==> src/rtl/cpu_sim_pkg.sv <==
// rtl/cpu_sim_pkg.sv - shared types and constants for the CPU run controller
// Purpose: run-controller state encoding, end-of-run cause encoding and the
//          default halt instruction word (beq $0,$0,-1).
// Ports:   none (package).
package cpu_sim_pkg;

  typedef enum logic [1:0] {
    ST_IDLE  = 2'd0,
    ST_RESET = 2'd1,
    ST_RUN   = 2'd2,
    ST_DONE  = 2'd3
  } run_state_e;

  typedef enum logic [1:0] {
    CAUSE_NONE    = 2'd0,
    CAUSE_HALT    = 2'd1,
    CAUSE_STALL   = 2'd2,
    CAUSE_TIMEOUT = 2'd3
  } end_cause_e;

  localparam logic [31:0] HALT_INSTR_DEFAULT = 32'h1000_FFFF;

endpackage

==> src/rtl/sat_counter.sv <==
// rtl/sat_counter.sv - saturating up-counter with clear
// Purpose: counts up by one per inc, sticks at all-ones, never wraps.
//          clr and inc together load 1 (restart the count with this event).
// Ports:   clk   - clock
//          rst   - synchronous active-high reset
//          clr   - clear the count
//          inc   - increment the count
//          count - registered count value
module sat_counter #(
  parameter int unsigned W = 32
) (
  input  logic         clk,
  input  logic         rst,
  input  logic         clr,
  input  logic         inc,
  output logic [W-1:0] count
);

  logic [W-1:0] count_q, count_d;

  always_comb begin
    count_d = count_q;
    if (clr) begin
      count_d = inc ? W'(1) : '0;
    end else if (inc && (count_q != '1)) begin
      count_d = count_q + W'(1);
    end
  end

  always_ff @(posedge clk) begin
    if (rst) begin
      count_q <= '0;
    end else begin
      count_q <= count_d;
    end
  end

  assign count = count_q;

endmodule

==> src/rtl/cpu_run_ctrl.sv <==
// rtl/cpu_run_ctrl.sv - CPU reset-hold / run-budget / termination controller
// Purpose: holds the core in reset for RESET_CYCLES after start, runs it under
//          a MAX_CYCLES budget, ends the run on halt instruction, stuck PC or
//          budget exhaustion, and reports status plus cycle/retire counters.
// Ports:   clock        - clock
//          rst_n        - synchronous active-high reset (name matches CPU top)
//          start        - run request pulse, honoured in IDLE/DONE only
//          instr_valid  - core retired an instruction this cycle
//          instruction  - retired instruction word
//          pc           - PC of the retired instruction
//          core_rst     - active-high reset to the core
//          running      - RUN state
//          done         - run finished, held until next start or reset
//          halt_hit/timeout/stall_err - end cause, exactly one per run
//          cycle_count  - RUN cycles this run
//          instr_count  - valid retirements this run
module cpu_run_ctrl
  import cpu_sim_pkg::*;
#(
  parameter int unsigned RESET_CYCLES = 4,
  parameter int unsigned MAX_CYCLES   = 125,
  parameter int unsigned STALL_LIMIT  = 16,
  parameter logic [31:0] HALT_INSTR   = HALT_INSTR_DEFAULT,
  parameter int unsigned CNT_W        = 32
) (
  input  logic             clock,
  input  logic             rst_n,
  input  logic             start,
  input  logic             instr_valid,
  input  logic [31:0]      instruction,
  input  logic [31:0]      pc,
  output logic             core_rst,
  output logic             running,
  output logic             done,
  output logic             halt_hit,
  output logic             timeout,
  output logic             stall_err,
  output logic [CNT_W-1:0] cycle_count,
  output logic [CNT_W-1:0] instr_count
);

  localparam int unsigned HOLD_W = (RESET_CYCLES > 1) ? $clog2(RESET_CYCLES) : 1;
  localparam int unsigned REP_W  = $clog2(STALL_LIMIT + 1);

  run_state_e        state_q, state_d;
  logic [HOLD_W-1:0] hold_q, hold_d;
  logic [31:0]       last_pc_q, last_pc_d;
  logic              done_q, done_d;
  logic              halt_hit_q, halt_hit_d;
  logic              timeout_q, timeout_d;
  logic              stall_err_q, stall_err_d;

  logic              in_run;
  logic              start_acc;
  logic              same_pc;
  logic              rep_clr;
  logic [REP_W-1:0]  rep_cnt;
  end_cause_e        cause;

  assign in_run = (state_q == ST_RUN);

  // A zero repeat count means no retirement yet this run, so the stale
  // last_pc from a previous run can never extend a repeat streak.
  assign same_pc = (rep_cnt != '0) && (pc == last_pc_q);
  assign rep_clr = start_acc || (in_run && instr_valid && !same_pc);

  sat_counter #(.W(CNT_W)) u_cycle_cnt (
    .clk(clock), .rst(rst_n), .clr(start_acc), .inc(in_run), .count(cycle_count)
  );

  sat_counter #(.W(CNT_W)) u_instr_cnt (
    .clk(clock), .rst(rst_n), .clr(start_acc), .inc(in_run && instr_valid),
    .count(instr_count)
  );

  // clr+inc loads 1: a new pc starts a fresh streak of length one.
  sat_counter #(.W(REP_W)) u_repeat_cnt (
    .clk(clock), .rst(rst_n), .clr(rep_clr), .inc(in_run && instr_valid),
    .count(rep_cnt)
  );

  always_comb begin
    last_pc_d = last_pc_q;
    if (in_run && instr_valid) begin
      last_pc_d = pc;
    end
  end

  // Events are judged on the values the counters take at this edge, hence
  // the compares against LIMIT-1 on the pre-increment counts.
  always_comb begin
    cause = CAUSE_NONE;
    if (instr_valid && (instruction == HALT_INSTR)) begin
      cause = CAUSE_HALT;
    end else if (instr_valid && same_pc && (rep_cnt == REP_W'(STALL_LIMIT - 1))) begin
      cause = CAUSE_STALL;
    end else if (cycle_count == CNT_W'(MAX_CYCLES - 1)) begin
      cause = CAUSE_TIMEOUT;
    end
  end

  always_comb begin
    state_d     = state_q;
    hold_d      = hold_q;
    done_d      = done_q;
    halt_hit_d  = halt_hit_q;
    timeout_d   = timeout_q;
    stall_err_d = stall_err_q;
    start_acc   = 1'b0;
    case (state_q)
      ST_IDLE, ST_DONE: begin
        if (start) begin
          state_d     = ST_RESET;
          hold_d      = HOLD_W'(RESET_CYCLES - 1);
          start_acc   = 1'b1;
          done_d      = 1'b0;
          halt_hit_d  = 1'b0;
          timeout_d   = 1'b0;
          stall_err_d = 1'b0;
        end
      end
      ST_RESET: begin
        if (hold_q == '0) begin
          state_d = ST_RUN;
        end else begin
          hold_d = hold_q - HOLD_W'(1);
        end
      end
      ST_RUN: begin
        if (cause != CAUSE_NONE) begin
          state_d     = ST_DONE;
          done_d      = 1'b1;
          halt_hit_d  = (cause == CAUSE_HALT);
          stall_err_d = (cause == CAUSE_STALL);
          timeout_d   = (cause == CAUSE_TIMEOUT);
        end
      end
      default: state_d = ST_IDLE;
    endcase
  end

  always_ff @(posedge clock) begin
    if (rst_n) begin
      state_q     <= ST_IDLE;
      hold_q      <= '0;
      last_pc_q   <= '0;
      done_q      <= 1'b0;
      halt_hit_q  <= 1'b0;
      timeout_q   <= 1'b0;
      stall_err_q <= 1'b0;
    end else begin
      state_q     <= state_d;
      hold_q      <= hold_d;
      last_pc_q   <= last_pc_d;
      done_q      <= done_d;
      halt_hit_q  <= halt_hit_d;
      timeout_q   <= timeout_d;
      stall_err_q <= stall_err_d;
    end
  end

  assign running   = in_run;
  assign core_rst  = !in_run;
  assign done      = done_q;
  assign halt_hit  = halt_hit_q;
  assign timeout   = timeout_q;
  assign stall_err = stall_err_q;

endmodule

==> config.mk <==
export PLATFORM = sky130hd
export DESIGN_NAME = cpu_run_ctrl
export DESIGN_NICKNAME = d
export VERILOG_FILES = /design/src/rtl/cpu_sim_pkg.sv /design/src/rtl/sat_counter.sv /design/src/rtl/cpu_run_ctrl.sv
export SDC_FILE = /design/constraint.sdc
export NUM_CORES = 1
export LEC_CHECK = 0
export CAP_MARGIN = 10
export CELL_PAD_IN_SITES_DETAIL_PLACEMENT = 1
export CELL_PAD_IN_SITES_GLOBAL_PLACEMENT = 2
export CORE_MARGIN = 2
export CORE_UTILIZATION = 26
export CTS_CLUSTER_DIAMETER = 60
export DETAILED_ROUTE_END_ITERATION = 8
export PLACE_DENSITY = 0.77
export SYNTH_ARGS = -nofsm -noshare
export SYNTH_HDL_FRONTEND = slang
export SYNTH_SLANG_ARGS = --single-unit
==> constraint.sdc <==
create_clock -name clock -period 1.92 [get_ports clock]
set_clock_uncertainty 0.1 [all_clocks]
set_input_delay 0.288 -clock clock [delete_from_list [all_inputs] [get_ports clock]]
set_output_delay 0.288 -clock clock [all_outputs]
set_load 0.03 [all_outputs]
Yosys cells after proc, flatten, opt, wreduce, memory -nomap -nowiden
Cells that the tools add are included.
{"block": "totals", "out_inout_bits": 70, "reg_bits": 109, "memories": 0, "input_bits": 68, "mem_bits_rw": 0, "romBits": 0, "latchBits": 0}
{"block": "classes", "muxes": 30, "n_addsub": 4, "reduce_logical": 25, "n_lt_le_gt_ge": 0, "bitwise_logic": 0, "n_shift": 0, "div": 0, "multipliers": 0, "eq_ne": 17}
{"operator": "32-bit 2-to-1 mux", "count": 4}
{"operator": "32-bit by 1-bit adder with 32-bit output (second input constant)", "count": 2}
{"operator": "32-bit != test (second input constant)", "count": 2}
{"operator": "32-bit by 29-bit equality test with 1-bit output (second input constant)", "count": 1}
{"operator": "32-bit equality test", "count": 1}
{"operator": "32-bit by 7-bit equality test with 1-bit output (second input constant)", "count": 1}
{"operator": "2-bit 2-to-1 mux", "count": 8}
{"operator": "2-bit nonzero test", "count": 6}
{"operator": "1-bit 2-to-1 mux", "count": 10}
{"operator": "5-bit 2-to-1 mux", "count": 2}
{"operator": "1-bit logical AND", "count": 9}
{"operator": "3-bit AND reduction", "count": 3}
{"operator": "2-bit equality test (second input constant)", "count": 4}
{"operator": "1-bit case mux with 2 select lines", "count": 4}
{"operator": "2-bit != test (second input constant)", "count": 3}
{"operator": "2-bit case mux with 3 select lines", "count": 1}
{"operator": "5-bit by 1-bit adder with 5-bit output (second input constant)", "count": 1}
{"operator": "5-bit by 4-bit equality test with 1-bit output (second input constant)", "count": 1}
{"operator": "5-bit != test (second input constant)", "count": 1}
{"operator": "5-bit nonzero test", "count": 1}
{"operator": "2-bit by 1-bit equality test with 1-bit output (second input constant)", "count": 2}
{"operator": "2-bit logical NOT", "count": 2}
{"operator": "2-bit case mux with 2 select lines", "count": 1}
{"operator": "1-bit logical NOT", "count": 2}
{"operator": "4 further kinds", "count": 4}

Longest topological paths before layout
Gate-level depths: netlist (run 1).
{"block": "depth", "depth_word": 9, "mapped_depth": 9}

Modules after synthesis
A second synthesis (run 1) with hierarchy kept.
{"block": "hier_totals", "hier_cells": 714, "hier_area_um2": 5947.0}
{"mod": "sat_counter (u_cycle_cnt ...)", "cells_per_inst": 206, "instances": 2, "seq_area_each_um2": 640.6, "area_per_inst_um2": 1746.7}
{"mod": "cpu_run_ctrl", "cells_per_inst": 278, "instances": 1, "seq_area_each_um2": 800.8, "area_per_inst_um2": 2207.1}
{"mod": "sat_counter (u_repeat_cnt)", "cells_per_inst": 24, "instances": 1, "seq_area_each_um2": 100.1, "area_per_inst_um2": 246.5}

Least setup slack after synthesis (run 1)
No wires, ideal clock.
{"block": "synth_timing", "path_type": "flip-flop to flip-flop", "startpoint": "reg state_q[0]", "endpoint": "reg u_instr_cnt.count_q[25] (netlist: u_instr_cnt.count[25])", "required_time_ns": 1.750, "slack_ns": -0.376, "arrival_time_ns": 2.126, "stages_incl_launch_ff": 10, "path_buffers": 2, "setup_ns": 0.070, "path_cell_list": "dfxtp_1 inv_1 ha_1 clkbuf_1 nand2_1 a31oi_4 o2111ai_2 buf_4 or3_1 a21oi_1"}
{"block": "synth_between", "elab_chain_cells": 4}
{"item": "start, declared", "line_no": "cpu_run_ctrl.sv:45", "text": "run_state_e state_q, state_d;"}
{"item": "start signal, assigned", "line_no": "cpu_run_ctrl.sv:152", "text": "state_q <= state_d;"}
{"item": "2-bit equality test", "line_no": "cpu_run_ctrl.sv:60", "text": "assign in_run = (state_q == ST_RUN);"}
{"item": "net running", "line_no": "cpu_run_ctrl.sv:33", "text": "output logic running,"}
{"item": "1-bit logical AND", "line_no": "cpu_run_ctrl.sv:72", "text": ".clk(clock), .rst(rst_n), .clr(start_acc), .inc(in_run && instr_valid),"}
{"item": "1-bit logical AND", "line_no": "sat_counter.sv:25", "text": "end else if (inc && (count_q != '1)) begin"}
{"item": "2-bit nonzero test (no line)"}
{"item": "end signal, assigned", "line_no": "sat_counter.sv:34", "text": "count_q <= count_d;"}
{"item": "end, declared", "line_no": "sat_counter.sv:19", "text": "logic [W-1:0] count_q, count_d;"}
The timed path passes the listed nets, and every way through them passes these cells.
A chain may end at the register's enable or synchronous reset.

Final worst setup path (run 1)
{"block": "layout_timing", "startpoint": "reg u_instr_cnt.count_q[0] (netlist: u_instr_cnt.count[0])", "endpoint": "reg u_instr_cnt.count_q[27] (netlist: u_instr_cnt.count[27])"}
{"block": "layout_between", "elab_chain_cells": 3}
{"item": "32-bit by 1-bit adder with 32-bit output / 32-bit != test (equally long branches)", "line_no": "sat_counter.sv:26, sat_counter.sv:25"}
{"item": "32-bit 2-to-1 mux / 1-bit logical AND (equally long branches)", "line_no": "sat_counter.sv:25"}
{"item": "32-bit 2-to-1 mux / 2-bit nonzero test (equally long branches)"}
Several ways; a longest one is shown, not always the timed one. The select of a mux whose other input is x is not followed.

==> reports/metrics.cfg, run 1 <==
[placement]
globalplace.congestion = 0.807
numPortBuffers = 137
hpwl_um = 14800
placed_cell_area_um2 = 8560

[synth]
ys_ff_latch = 109
syn_inst = 700
synth_fp_nets = 778
synthArstFlopShare_pct = 0
seq_area_frac_synth_pct = 38.4
yosysTopAreaCell = dfxtp_1
synthTopCellsByArea = dfxtp_1, xor2_1, nand2_1
yosys_warnings = 0
synth_cell_type_count = 57
synth_edf_count = 0
netlist_area_um2 = 5680
synth_ff_type = dfxtp_1
synth_top_area_share_pct = 38.4
avgSynthCellArea_um2 = 8.11

[clock_tree]
cts_tree = yes
cts_buffers = 9
cts_root_buf = clkbuf_16
cts_hold_buf = 0
clk_path_buf_depth = 2
clock_sinks = 109
clk_pin_slew_ns = 0.08
h-tree-depth = 3
clock_latency_ns = 0.36

[timing]
fin_crit_sh_pct = 108
layout_min_cycle_time_ns = 2.08
relSlewSlack_pct = 68.0
finalHoldViolCount = 0
maxSlewViolCount = 0
worst_slack_ns = -0.160
tightest_slew_ns = 0.475
rsz0062_at_grt = true
whs_ns = 0.121
final-setup-viol-count = 35
max_freq_mhz = 481

[floorplan]
initial_utilization_pct = 26.3
io_pins = 138
core_area_um2 = 21600
die_w_um = 152
die_h_um = 152
num_rows = 54
dieArea_um2 = 23000

[critical_path]
start_kind = flop
crit_type = flop to flop
r2r_slack_ns = -0.16
path_max_fanout = 5
reg2reg_from = u_instr_cnt.count[0]
r2r_end = u_instr_cnt.count[27]
reg2reg_depth = 9
crit_path_end_kind = flop
critPathArrivalTime_ns = 2.27
cp.required_ns = 2.11

[worst_hold_path]
hold-path-cell-count = 3
hold_path.startpoint = pc[1]
worstHoldPathType = input pin to flop
whs_endpoint = last_pc_q[1]

[cells_and_area]
nets = 1068
finish.instance_area_um2 = 9750
num-fill-cells = 2512
insertedDiodeCount = 0
areaGrowthSynthToFinish_pct = 71.7
drive_above_1_share_pct = 35.9

[job]
maxCapViolCount = 0

[power_and_ir_drop]
p_leak_nw = 4.33
peakVddDrop_mv = 0.471
power.density_nw_per_um2 = 698

[grt]
grt_max_degree = 33
first_global_vias = 6430
antenna_found_initial = 0
grt_use_total_pct = 17.2
grt-ovfl-total = 0
grt_pass1_wl_um = 33100

[drt]
wirelength_um = 20700
ant_nets = 0
vias = 6168
via_per_inst = 4.84
dr.pass1.iters = 4
drt_iter0_markers = 171
wl_per_cell_um = 16.2
drc = 0

[outcome]
status = finished, violations left
violations = negative setup slack

[worst max path at each step]
| stage | start | to | slack, ns | depth (start not counted) |
|---|---|---|---|---|
| after global routing | u_instr_cnt.count[0] | u_instr_cnt.count[13] | -0.28 | 9 |
| after global placement | pc[23] | state_q[1] | -0.57 | 7 |
| after floorplan | u_instr_cnt.count[16] | u_instr_cnt.count[25] | -0.04 | 7 |
| after CTS | last_pc_q[26] | state_q[1] | -0.18 | 6 |
| final | u_instr_cnt.count[0] | u_instr_cnt.count[27] | -0.16 | 9 |
| after detailed placement | pc[2] | state_q[1] | -0.58 | 7 |
[power breakdown]
group | internal [mW] | switching (mW)
clock network | 1.06 | 0.902
logic | 1.05 | 1.34
registers | 2.37 | 0.0856
[layout make-up]
cell class / count / area, µm² / area share [%]
tap: 280 / 350 / 3.59
clock buffer: 12 / 246 / 2.53
timing repair buffer: 308 / 2800 / 28.7
multi-input combinational: 542 / 3920 / 40.2
clock inverter: 4 / 55.1 / 0.565
sequential: 109 / 2310 / 23.6
inverter: 20 / 75.1 / 0.770
[timing repair]
| action | in CTS | in global routing |
|---|---|---|
| setup buffers | 9 | 15 |
| gates resized for setup | 96 | 120 |
| pin swaps | 49 | 66 |
| setup endpoints to repair | 60 | 99 |
| gates cloned | 1 | 0 |
| hold endpoints to repair | 0 | 0 |
[metrics by stage]
stage | setup WS, ns | power (mW) | cells | utilization, % | TNS [ns]
4_1_cts | -0.179 | 6.66 | 1261 | 42.7 | -1.04
3_3_place_gp | -0.566 | 4.45 | 1236 | 39.6 | -13.44
5_1_grt | -0.281 | 7.21 | 1275 | 45.1 | -7.31
2_1_floorplan | -0.0389 | 3.56 | 700 | - | -0.138
6_report | -0.160 | 6.81 | 1275 | 45.1 | -1.89
3_5_place_dp | -0.581 | 4.48 | 1236 | 39.6 | -14.22
[worst max-delay path, cell delays in order, from the launching register on]
cell and delay (ns):
dfxtp_4 0.37, ha_4 0.13, inv_2 0.05, nor4_4 0.34
a31oi_4 0.15, buf_4 0.16, buf_4 0.14, o2111ai_4 0.28
o21ai_1 0.14, a21oi_2 0.15
[sequential cells by signal, indices dropped and copies added, names as in the netlist]
register,cells
timeout,1
u_cycle_cnt.count,32
hold_q,2
done,1
u_repeat_cnt.count,5
u_instr_cnt.count,32
stall_err,1
state_q,2
halt_hit,1
last_pc_q,32
[synthesized netlist by cell type, drive strengths merged, types with 2 or more instances]
master,number
dfxtp,109
nand2,103
nor2,71
xor2,60
a21oi,49
nand4,30
nand3,29
nor3,24
o21ai,24
clkbuf,23
nor4,23
inv,20
xnor2,18
or3,16
and3,11
ha,10
o211ai,10
buf,7
nor4b,7
a31oi,6
and2,6
and4,5
mux2i,4
nand4b,4
o31ai,4
o2111ai,3
or4,3
or4b,3
a21boi,2
a311oi,2
a41o,2
a41oi,2
nor2b,2
[routing by layer]
metal	up-vias	global-route usage [%]	share of wire [%]
met1	2979	23.2	47
met2	105	28.5	48
met3	21	2.85	3.0
met5	-	0	0
met4	0	4.49	1.5
li1	3063	-	-
[kinds of logic after synthesis]
group	synth area share, %
AND/OR/NAND/NOR	31.3
multiplexers	0.705
AO/OA/AOI/OAI	11.8
flip-flops	38.4
XOR/XNOR	12.0
buffers and inverters	3.48
adder cells (fa/ha/maj)	2.20
[cell usage in the layout (no fill, tap or decap), drive strengths merged, types with 3 or more instances in the layout]
| cell | count |
|---|---|
| or4 | 3 |
| and2 | 6 |
| or3 | 16 |
| nor4b | 7 |
| clkdlybuf4s50 | 74 |
| nand4b | 4 |
| dfxtp | 109 |
| nor2 | 71 |
| xnor2 | 18 |
| o211ai | 10 |
| nor3 | 24 |
| xor2 | 60 |
| o2111ai | 4 |
| a31oi | 6 |
| nand3 | 29 |
| buf | 174 |
| and3 | 11 |
| o21ai | 24 |
| a21oi | 49 |
| mux2i | 4 |
| o31ai | 4 |
| and4 | 5 |
| clkbuf | 12 |
| or4b | 3 |
| ha | 10 |
| nor4 | 23 |
| dlygate4sd2 | 25 |
| nand2 | 103 |
| inv | 22 |
| nand4 | 30 |
| dlymetal6s2s | 34 |
Note: power is estimated with default switching activity, not from simulation.
==> run 2, diff against run 1 <==
--- a/config.mk
+++ b/config.mk
@@ -10,7 +10,9 @@
 export CELL_PAD_IN_SITES_GLOBAL_PLACEMENT = 2
 export CORE_MARGIN = 2
 export CORE_UTILIZATION = 26
+export CTS_BUF_LIST = sky130_fd_sc_hd__clkbuf_16
 export CTS_CLUSTER_DIAMETER = 60
+export CTS_CLUSTER_SIZE = 14
 export DETAILED_ROUTE_END_ITERATION = 8
 export PLACE_DENSITY = 0.77
 export SYNTH_ARGS = -nofsm -noshare
==> run 2 against run 1 <==
Compared with the run above: the flow still finishes with violations (negative setup slack); clock-buffer cell count down 3; first-iteration DRC count unchanged; core utilization up 0.11 points; total power down 1.6%; global-route usage about the same; worst hold slack worse by 0.0026 ns; critical endpoint unchanged; largest cell class unchanged; largest power group unchanged; highest routed layer unchanged.
==> reports/metrics.cfg, run 2 (synthesis gave the netlist of run 1 again) <==
[outcome]
violations = negative setup slack
status = finished, violations left

[placement]
pre_cts_ws_ns = -0.581
numPortBuffers = 137
hpwl_um = 14800
globalplace.congestion = 0.807
dp.cells = 1236

[grt]
grt_use_total_pct = 17.2
grt-ovfl-total = 0
antenna_found_initial = 0
first_global_vias = 6469
grt_max_degree = 33
grt_pass1_wl_um = 33100

[drt]
drt_iter0_markers = 171
vias = 6172
m1WireLength_um = 9730
ant_nets = 0
via_per_inst = 4.83
wl_per_cell_um = 16.1
met2_length_um = 9930
wirelength_um = 20600
dr.pass1.iters = 4
top_layer = met4
route.met3.wl_um = 595
drc = 0

[floorplan]
die_w_um = 152
io_pins = 138
dieArea_um2 = 23000
die_h_um = 152
initial_utilization_pct = 26.3
core_area_um2 = 21600
num_rows = 54

[cells_and_area]
areaGrowthSynthToFinish_pct = 72.1
mostFrequentLayoutCells = buf_4, nand2_1, clkdlybuf4s50_1
nets = 1070
insertedDiodeCount = 0
num-fill-cells = 2512
fin_cells = 1277
final_common_cell = buf_4
drive_above_1_share_pct = 36.3
fin_util_pct = 45.2

[timing]
rsz0062_at_grt = true
finalSetupTns_ns = -1.56
final-setup-viol-count = 28
finalHoldViolCount = 0
maxSlewViolCount = 0
fin_crit_sh_pct = 108
whs_ns = 0.119
tightest_slew_ns = 0.465
max_freq_mhz = 481
layout_min_cycle_time_ns = 2.08
worst_slack_ns = -0.161
relSlewSlack_pct = 68.7

[critical_path]
crit_path_start = u_instr_cnt.count[0]
r2r_slack_ns = -0.16
start_kind = flop
cp.required_ns = 2.11
critPathArrivalTime_ns = 2.27
path_max_fanout = 5
reg2reg_from = u_instr_cnt.count[0]
reg2reg_depth = 9
crit_type = flop to flop
crit_path_end_kind = flop
endpoint = u_instr_cnt.count[27]
r2r_end = u_instr_cnt.count[27]

[worst_hold_path]
hold_path.startpoint = pc[1]
worstHoldPathType = input pin to flop

[power_and_ir_drop]
power.density_nw_per_um2 = 685
p_leak_nw = 4.42
peakVddDrop_mv = 0.471

[clock_tree]
clk_path_buf_depth = 2
cts_buffers = 9
clock_sinks = 109
clock_latency_ns = 0.36
cts_root_buf = clkbuf_16
cts_hold_buf = 0
cts_tree = yes
clk_pin_slew_ns = 0.08
h-tree-depth = 3

[job]
maxCapViolCount = 0

[run 2: cell count changes in the layout (fill, tap and decap cells not counted), moves of 2 or more]
cell             previous run  this run
buf_4                     151       155
inv_1                      16        18
clkdlybuf4s50_1            74        71
nor3_2                      8        10
nand2_2                     4         2
nor3_1                      9         6
buf_6                      19        17
clkbuf_1                    2         0
dlymetal6s2s_1             34        37
[run 2: per-layer routing]
metal / vias to the layer above / global-route usage [%]
met4: 0 / 4.49
met1: 2975 / 23.1
li1: 3067 / -
met2: 107 / 28.6
met3: 23 / 2.85
met5: - / 0
[run 2: stage by stage]
step / total power [mW] / cell area, µm²
after global routing: 7.10 / 9780
after floorplan: 3.56 / 5850
after detailed placement: 4.48 / 8560
after CTS: 6.62 / 9260
final: 6.70 / 9780
after global placement: 4.45 / 8560
[run 2: how the worst min path moves through the flow]
| stage | to | slack (ns) | cells after the start |
|---|---|---|---|
| floorplan | last_pc_q[0] | 0.32 | 2 |
| global placement | last_pc_q[5] | 0.35 | 2 |
| detailed placement | last_pc_q[16] | 0.36 | 2 |
| CTS | u_instr_cnt.count[0] | 0.21 | 3 |
| global route | last_pc_q[1] | 0.13 | 3 |
| finish | last_pc_q[1] | 0.12 | 3 |
[run 2: worst max-delay path: stages, from the launching register on]
cell and delay [ns]:
dfxtp_4 0.37, ha_4 0.13, inv_2 0.05, nor4_4 0.34, a31oi_4 0.15, buf_4 0.16, buf_4 0.14, o2111ai_4 0.28
o21ai_1 0.14, a21oi_2 0.15
[run 2: final cells by class]
class | count | area [µm²] | area share (%)
sequential | 109 | 2310 | 23.6
clock inverter | 7 | 66.3 | 0.678
tap | 280 | 350 | 3.58
multi-input combinational | 542 | 3940 | 40.3
timing repair buffer | 310 | 2810 | 28.7
clock buffer | 9 | 225 | 2.30
inverter | 20 | 75.1 | 0.768
[run 2: report_power, final]
group | switching, mW | internal [mW]
sequential | 0.0845 | 2.37
clock | 0.899 | 1.01
combinational | 1.32 | 1.02
[run 2: timing repair]
item | CTS | global route
gates resized for setup | 103 | 121
buffers inserted | 11 | 15
endpoints found under the hold margin | 0 | 0
gates cloned | 1 | 0
pin swaps | 57 | 65
setup endpoints to repair | 62 | 99
